## config.mk

```make
export PLATFORM = sky130hd
export DESIGN_NAME = blink_seq
export DESIGN_NICKNAME = d
export VERILOG_FILES = /design/src/rtl/blink_seq.sv
export SDC_FILE = /design/constraint.sdc
export NUM_CORES = 1
export LEC_CHECK = 0
export CORE_ASPECT_RATIO = 1.4
export CORE_MARGIN = 2
export CORE_UTILIZATION = 45
export CTS_CLUSTER_DIAMETER = 120
export DETAILED_ROUTE_END_ITERATION = 16
export PLACE_DENSITY = 0.86
export SYNTH_ARGS = -nofsm -noshare
export SYNTH_HDL_FRONTEND = slang
export SYNTH_SLANG_ARGS = --single-unit
```

## constraint.sdc

```tcl
create_clock -name clk -period 1.6 [get_ports clk]
set_input_delay 0.32 -clock clk [delete_from_list [all_inputs] [get_ports clk]]
set_output_delay 0.32 -clock clk [all_outputs]
set_load 0.005 [all_outputs]
```

## src/rtl/blink_seq.sv

```systemverilog
// blink_seq: gates an upstream blink square wave with a per-step on/off pattern.
// The pattern advances one step per tick, with optional PWM dimming.
// Latency: led_out and wrap_pulse are registered, so they appear one cycle after their inputs are sampled.
// Backpressure: in RUN, cfg_ready drops while a configuration is pending; the pending entry is applied on the next wrap.
//
// Ports:
//   clk, rst_n           single clock, asynchronous active-low reset
//   tick_in              one-cycle step strobe (advances step_idx in RUN)
//   led_in               upstream blink square wave
//   cfg_valid/cfg_ready  pattern handshake; cfg_data (bit n = step n) and cfg_duty are sampled together
//   led_out              registered LED drive
//   step_idx             current step
//   wrap_pulse           one-cycle strobe after wrapping from step STEPS-1 to step 0
//
// Build option: define BLINK_SEQ_PWM_EN to compile in the PWM dimming counter and the duty registers.
// Without it, cfg_duty is ignored and the LED is never dimmed.
module blink_seq #(
  parameter int STEPS    = 8,
  parameter int PWM_BITS = 4
) (
  input  logic                     clk,
  input  logic                     rst_n,
  input  logic                     tick_in,
  input  logic                     led_in,
  input  logic                     cfg_valid,
  output logic                     cfg_ready,
  input  logic [STEPS-1:0]         cfg_data,
  input  logic [PWM_BITS-1:0]      cfg_duty,
  output logic                     led_out,
  output logic [$clog2(STEPS)-1:0] step_idx,
  output logic                     wrap_pulse
);

  localparam int SW = $clog2(STEPS);

  typedef enum logic {IDLE, RUN} state_t;

  state_t           state, state_nxt;
  logic [STEPS-1:0] pattern;
  logic [STEPS-1:0] pend_pattern;
  logic             pend;
  logic             pwm_on;

  logic accept;
  logic at_last;
  logic wrap_tick;
  logic apply_pend;

  // IDLE always accepts. RUN accepts only while the pending slot is free.
  assign cfg_ready  = (state == IDLE) || !pend;
  assign accept     = cfg_valid && cfg_ready;
  assign at_last    = (step_idx == SW'(STEPS - 1));
  assign wrap_tick  = (state == RUN) && tick_in && at_last;
  // accept and apply_pend are mutually exclusive.
  // RUN accepts only while pend is low, and apply_pend requires pend high.
  assign apply_pend = wrap_tick && pend;

  always_ff @(posedge clk or negedge rst_n) begin
    if (!rst_n) begin
      state <= IDLE;
    end else begin
      state <= state_nxt;
    end
  end

  always_comb begin
    state_nxt = state;
    case (state)
      IDLE: begin
        if (accept && (cfg_data != '0)) begin
          state_nxt = RUN;
        end
      end
      RUN: begin
        // An all-zero pattern applied at the wrap stops the sequencer.
        if (apply_pend && (pend_pattern == '0)) begin
          state_nxt = IDLE;
        end
      end
      default: state_nxt = IDLE;
    endcase
  end

  always_ff @(posedge clk or negedge rst_n) begin
    if (!rst_n) begin
      pattern      <= '0;
      pend_pattern <= '0;
      pend         <= 1'b0;
      step_idx     <= '0;
      led_out      <= 1'b0;
      wrap_pulse   <= 1'b0;
    end else begin
      wrap_pulse <= wrap_tick;
      led_out    <= (state == RUN) && pattern[step_idx] && led_in && pwm_on;

      if (state == IDLE) begin
        step_idx <= '0;
        if (accept) begin
          pattern <= cfg_data;
        end
      end else begin
        if (tick_in) begin
          step_idx <= at_last ? '0 : step_idx + SW'(1);
        end
        if (apply_pend) begin
          pattern <= pend_pattern;
          pend    <= 1'b0;
        end
        if (accept) begin
          pend_pattern <= cfg_data;
          pend         <= 1'b1;
        end
      end
    end
  end

`ifdef BLINK_SEQ_PWM_EN
  logic [PWM_BITS-1:0] pwm_cnt;
  logic [PWM_BITS-1:0] duty;
  logic [PWM_BITS-1:0] pend_duty;

  // The counter runs in every state, so the dimming phase is independent of the pattern.
  always_ff @(posedge clk or negedge rst_n) begin
    if (!rst_n) begin
      pwm_cnt   <= '0;
      duty      <= '0;
      pend_duty <= '0;
    end else begin
      pwm_cnt <= pwm_cnt + PWM_BITS'(1);
      if (state == IDLE) begin
        if (accept) begin
          duty <= cfg_duty;
        end
      end else begin
        if (apply_pend) begin
          duty <= pend_duty;
        end
        if (accept) begin
          pend_duty <= cfg_duty;
        end
      end
    end
  end

  assign pwm_on = (pwm_cnt < duty);
`else
  logic unused_duty;
  assign unused_duty = ^cfg_duty;
  assign pwm_on      = 1'b1;
`endif

endmodule

```

==> results of run 1 <==
-- stage by stage --
step	cells	instance area [sq um]	setup TNS [ns]
final	151	1529	0
after global routing	151	1529	0
after CTS	151	1498	0
after detailed placement	144	1438	-0.5820
after global placement	144	1438	-0.5160
after floorplan	79	1125	0
-- power groups by stage --
stage                     registers (mW)  clock network [mW]  logic, mW
final                               1.02               0.268       1.29
after global routing                1.05               0.308       1.41
after CTS                           1.01               0.280       1.27
after detailed placement            1.05                   0       1.20
after global placement              1.02                   0       1.15
after floorplan                     1.01                   0      0.789
-- worst paths after layout --
kind	endpoint	start	slack [ns]	cells after the start
max	pattern[6]	step_idx[1]	0.07	7
min reg2reg	pattern[0]	pattern[0]	0.52	1
max in group asynchronous	state	rst_n	1.02	2
min	wrap_pulse	rst_n	0.33	2
max reg2reg	pattern[6]	step_idx[1]	0.07	7
min in group clk	pattern[0]	pattern[0]	0.52	1
-- area by class of cell --
type,instances,share of cell area (%)
inverter,2,0.4910
timing repair buffer,36,21.03
tap,34,2.782
sequential,23,37.72
multi-input combinational,52,36.17
clock inverter,1,0.3273
clock buffer,3,1.473
-- layout by cell type (no fill, tap or decap), drive strengths merged --
cell type / netlist / final
mux2: 24 / 24
dfrtp: 23 / 23
buf: 2 / 18
clkdlybuf4s50: 0 / 14
mux2i: 4 / 4
dlygate4sd2: 0 / 4
or4: 4 / 4
o21ai: 4 / 4
clkbuf: 0 / 3
nand2: 2 / 2
inv: 2 / 2
nor2b: 2 / 2
ha: 2 / 2
mux4: 1 / 1
nand3b: 1 / 1
a31oi: 1 / 1
o211a: 1 / 1
and3: 1 / 1
nand4: 1 / 1
o31ai: 1 / 1
nand3: 1 / 1
xor2: 1 / 1
and2: 1 / 1
clkinv: 0 / 1
-- cells by family after synthesis --
family,after synthesis
xor+xnor,1
flops,23
buf+inv,4
fa+ha+maj,2
simple gates,13
mux,29
compound gates,7
-- flip-flops by register name (all words and copies together) (netlist names) --
register      cells
pattern           8
pend_pattern      8
step_idx          3
led_out           1
pend              1
state             1
wrap_pulse        1
-- layer usage --
layer,routed length (microns),part of all wire [%],up-vias
met5,0,0,-
met4,112,5.0,0
met3,29,1.3,7
met2,1231,55,12
met1,854,38,367
li1,-,-,368
-- what timing repair did --
| action | CTS | global route |
|---|---|---|
| setup buffers | 3 | 0 |
| gates resized for setup | 9 | 4 |
| pin swaps | 1 | 1 |
| hold buffers | 0 | 0 |
| endpoints found under the setup margin | 4 | 8 |
==> run metrics, run 1 <==
routability cong.=0.7945; Synth Area in Compound Gates=4.672%; Flop pwr share=39.4%; WHS=0.3336 ns; GRT Resource Usage Total=18.68%; Critical Path Max Stage Delay=0.41 ns; P_int=1.742 mW; final setup vio count=0; clock latency on the worst-skew pair=0.32 ns; Worst Slack Setup Final=0.07355 ns; DRT Pass-1 Iters=3; Worst Tran Pin Value=0.2924 ns; most frequent cells after synthesis=dfrtp_1 (23), mux2_2 (23), mux2i_1 (4), or4_1 (3); crit start category=register; Seq. cell area=576.8 sq um; Synth area leader=dfrtp_1; Worst Skew=0.005036 ns; FFs w/ async S/R, synth=100.0%; routed len/inst=14.75 microns; pin count of the biggest net entering global routing=24; M2 GR Usage=30.56%; main combinational cell family by area after synthesis=multiplexers; share of post-route cells with drive strength above 1=47.01%; post-synthesis instance total=79; # IOs=23; CTS H-tree lvls=1; crit-path cells=buf_4, ha_4, ha_4, nand4_4, o21ai_2, buf_6, mux2_4; Overall Power=2.575 mW; top post-synthesis cells by area=dfrtp_1 (51%), mux2_2 (23%), mux2i_1 (3.6%), ha_1 (2.2%), buf_6 (2.0%); die width=46.26 microns; unrepaired setup endpoints after global routing=no; Pwr Density=1684 nW/um^2; routed vias/inst=4.993; final hold violations=0; Initial DRC Count=16; met1 Use GR=20.45%; Root Driver=clkbuf_4; Seq cells post-synth=23; Yosys top cell area share=51.17%; Synth Cell Area=1125 sq um; Final Max Tran Viols=0; CTS sink cnt=23; xor/xnor share of the synthesized area=0.7786%; met3 Track Usage GR=2.579%; Rel. slew slack=80.51%; Residual DRC=0; fmax=655.1 MHz; Clk network pwr share=10.4%; VDD IR max=753.4 uV; Crit-path slowest cell=dfrtp_1; ANT nets after route=0; Switching Power=0.8329 mW; GRT busiest layer=met2; mux share of post-synthesis cell area=29.92%; Die Y=63.16 microns; final core area utilization=63.95%; post-DP HPWL=1.713 mm; Buffers & Inverters on Critical Path=2; syn nets=98; Adder-Cell Fraction of Synth Area=2.225%; EDFF count, synth=0; Yosys warning count=0; core area=2391 sq um; Total Wirelength=2.228 mm; synth unique cells=24; Worst Path Arrival=1.75 ns; total CTS buffers=3; Synth Flop Type=dfrtp_1; grt total ovfl=0; CTS clock-pin slew for the worst setup and hold paths=0.12 ns; max-cap viol count=0; fillers=182; Cell Rows=21; min-delay worst type=in2async; most frequent CP cell=ha_4; initial antenna violation count=0; min Tclk post-route=1.526 ns; critical path capture point type=register; first-pass GRT wire length=3.774 mm; Logic pwr share=50.2%; ant diodes=0; status=completed; number of global-route vias before repair=821; switch share=32.34%; via count=754; pre-CTS worst setup slack=-0.08283 ns; Syn-to-layout area delta=35.93%; crit path kind=reg2reg; multi-input logic area=553.0 sq um; Clock Path Buffers=2; Post-Synth Simple-Gate Area=8.565%; final cycle utilization of the critical path=95.40%; sequential area share after synthesis=51.17%; mean post-synth cell area=14.24 sq um; die area=2921 sq um; Required @ worst endpoint=1.82 ns; nets@finish=137; CTS tree=done; Leak=0.6889 nW; largest fanout on the critical path=8; Initial Utilization=47.04%; quantity of I/O buffers inserted on ports=18; delay-heaviest family, CP=flip-flops
Power figures use the tool's default switching activity.
==> run 2, diff against run 1 <==
Settings changed: ABC_AREA set to 1.
==> run 2 against run 1 <==
  * First-iteration DRC count grew 44%
  * Critical path depth shrank 6
  * Critical endpoint is now step_idx[1]
  * Largest power group unchanged
  * Sequential power shrank 5%
  * Global-route usage shrank 3.0 points
  * Synthesized cell count grew 89%
  * Clock power is essentially flat
  * Area after synthesis grew 5.7%
  * Final cell count grew 42%
==> run metrics, run 2 <==
status=completed; Yosys top cell area share=48.42% (-2.7 points); switch share=37.56% (+5.2 points); quantity of I/O buffers inserted on ports=18 (unchanged); Worst Slack Setup Final=0.09423 ns (+0.02069 ns); crit start category=register; final hold violations=0 (unchanged); Worst Skew=0.002392 ns (-0.002644 ns); Buffers & Inverters on Critical Path=1 (-1); Root Driver=clkbuf_4; final cycle utilization of the critical path=94.11% (-1.3 points); mean post-synth cell area=7.977 sq um (-44%); Final Max Tran Viols=0 (unchanged); post-synthesis instance total=149 (+89%); ANT nets after route=0 (unchanged); Flop pwr share=42.9% (+3.5 points); syn nets=168 (+71%); routed len/inst=10.57 microns (-28%); WHS=0.3381 ns (+0.004522 ns); # IOs=23 (unchanged); most common cell after layout, fill and taps aside=nand2_1; CTS sink cnt=23 (unchanged); Cell Rows=22 (+4.8%); routability cong.=0.8121 (+2.2%); synth unique cells=20 (-17%); core area=2560 sq um (+7.1%); clock latency on the worst-skew pair=0.31 ns (about the same); sequential area share after synthesis=48.42% (-2.7 points); Initial Utilization=46.43% (-0.61 points); Clk network pwr share=11.9% (+1.5 points); FFs w/ async S/R, synth=100.0% (unchanged); crit path kind=reg2out; commonest cells after routing, fill and taps aside=nand2_1 (46), dfrtp_1 (23), o21ai_0 (21); top post-synthesis cells by area=dfrtp_1 (48%), nand2_1 (15%), o21ai_0 (8.8%), inv_1 (6.0%), nand3_1 (3.8%); nets@finish=198 (+45%); share of post-route cells with drive strength above 1=15.73% (-31 points); Die Y=64.81 microns (+2.6%); EDFF count, synth=0 (unchanged); via count=1033 (+37%); min-delay worst type=in2async; Post-CTS Hold Buffers=0 (unchanged); VDD IR max=953.6 uV (+27%); Crit-path slowest cell=clkdlybuf4s50_1; Initial DRC Count=23 (+7); Logic pwr share=45.2% (-5.0 points); GRT Resource Usage Total=15.70% (-3.0 points); initial antenna violation count=0 (unchanged); Seq cells post-synth=23 (unchanged); P_int=1.415 mW (-19%); pre-CTS worst setup slack=0.09223 ns (+0.1751 ns); delay-heaviest family, CP=buffers and inverters; grt total ovfl=0 (unchanged); Total Wirelength=2.261 mm (+1.5%); fmax=664.1 MHz (+1.4%); critical path capture point type=output port; Residual DRC=0 (unchanged); first-pass GRT wire length=3.684 mm (-2.4%); DRT Pass-1 Iters=4 (+1); Setup Total Neg Slack=0 ns (unchanged); routed vias/inst=4.827 (-3.3%); ant diodes=0 (unchanged); crit-path cells=clkdlybuf4s50_1; Leak=0.7710 nW (+12%); number of global-route vias before repair=935 (+14%); Switching Power=0.8514 mW (+2.2%); largest fanout on the critical path=2 (-6); Clock Path Buffers=2 (unchanged); Required @ worst endpoint=1.28 ns (-0.54 ns); final core area utilization=58.85% (-5.1 points); die area=3074 sq um (+5.2%); CTS clock-pin slew for the worst setup and hold paths=0.12 ns (about the same); Yosys warning count=0 (unchanged); unrepaired setup endpoints after global routing=no; Rel. slew slack=80.33% (-0.17 points); Pwr Density=1505 nW/um^2 (-11%); Syn-to-layout area delta=26.74%; most frequent cells after synthesis=nand2_1 (47), dfrtp_1 (23), o21ai_0 (21), inv_1 (19), nand3_1 (9); Largest regs=pattern x8, pend_pattern x8, step_idx x3; post-DP HPWL=1.670 mm (-2.5%); CTS H-tree lvls=1 (unchanged); Worst Path Arrival=1.19 ns (-0.56 ns); Area after DPL=1411 sq um (-1.8%); min Tclk post-route=1.506 ns (-0.02069 ns); fin area=1506 sq um (-1.5%); CTS tree=done; die width=47.44 microns (+2.6%); Synth Cell Area=1189 sq um (+5.7%); Worst Tran Pin Value=0.2950 ns (+0.002599 ns); max-cap viol count=0 (unchanged); Critical Path Max Stage Delay=0.50 ns (+0.09 ns); Synth area leader=dfrtp_1; pin count of the biggest net entering global routing=24 (unchanged); most common cell in the netlist=nand2_1; Synth Flop Type=dfrtp_1; final setup vio count=0 (unchanged); total CTS buffers=3 (unchanged)
## run 2: final cells by class
class                           instances  area (sq um)
Fill cell                             234          1054
Sequential cell                        23         575.6
Multi-Input combinational cell        103         524.3
Timing Repair Buffer                   28         260.3
Inverter                               20         75.07
Tap cell                               36         45.04
Clock buffer                            4         26.28
## run 2: worst register-to-register path, cell delays in order (launching register included)
cell,delay (ns)
dfrtp_1,0.41
buf_4,0.14
ha_1,0.19
ha_1,0.19
inv_2,0.08
nor2_4,0.05
nand2_4,0.10
nand2_4,0.09
nand2_1,0.08
nand2_1,0.06
## run 2: power groups by stage
stage / Sequential (mW) / Combinational (mW) / Clock, mW
global placement: 0.984 / 0.878 / 0
finish: 0.972 / 1.02 / 0.271
detailed placement: 0.999 / 0.912 / 0
floorplan: 0.979 / 0.619 / 0
global route: 0.994 / 1.18 / 0.296
CTS: 0.977 / 0.988 / 0.267
## run 2: repair_timing
action,4_1_cts,5_1_grt
buffers inserted,4,2
pin swaps,0,1
resized for setup,3,4
gates cloned,0,1
endpoints found under the setup margin,3,10
## run 2: final timing paths
check                                start               to  slack [ns]  cells after the start
setup / recovery               step_idx[1]      step_idx[1]        0.09                      1
hold / removal                       rst_n            state        0.34                      2
setup reg to reg               step_idx[0]       pattern[7]        0.11                      9
hold reg to reg            pend_pattern[6]  pend_pattern[6]        0.53                      2
max in group asynchronous            rst_n  pend_pattern[3]        1.03                      2
min in group clk           pend_pattern[6]  pend_pattern[6]        0.53                      2
## run 2: per-layer routing
| layer | wire (microns) | GRT usage, % | vias up |
|---|---|---|---|
| met1 | 942 | 21.27 | 478 |
| met5 | 0 | 0 | - |
| met4 | 19 | 3.472 | 0 |
| met2 | 1227 | 26.18 | 23 |
| li1 | - | - | 530 |
| met3 | 71 | 1.671 | 2 |
## run 2: cell families (layout without fill, tap and decap cells)
logic type	after synthesis	count (layout)	synth area share, %
simple gates	75	76	28.63
compound gates	25	25	11.79
buf+inv	24	52	9.052
flops	23	23	48.42
fa+ha+maj	2	2	2.105
## run 2: through the flow
| step | total power, mW | cells |
|---|---|---|
| floorplan | 1.598 | 149 |
| global placement | 1.862 | 203 |
| detailed placement | 1.911 | 203 |
| CTS | 2.233 | 211 |
| global route | 2.465 | 214 |
| finish | 2.267 | 214 |
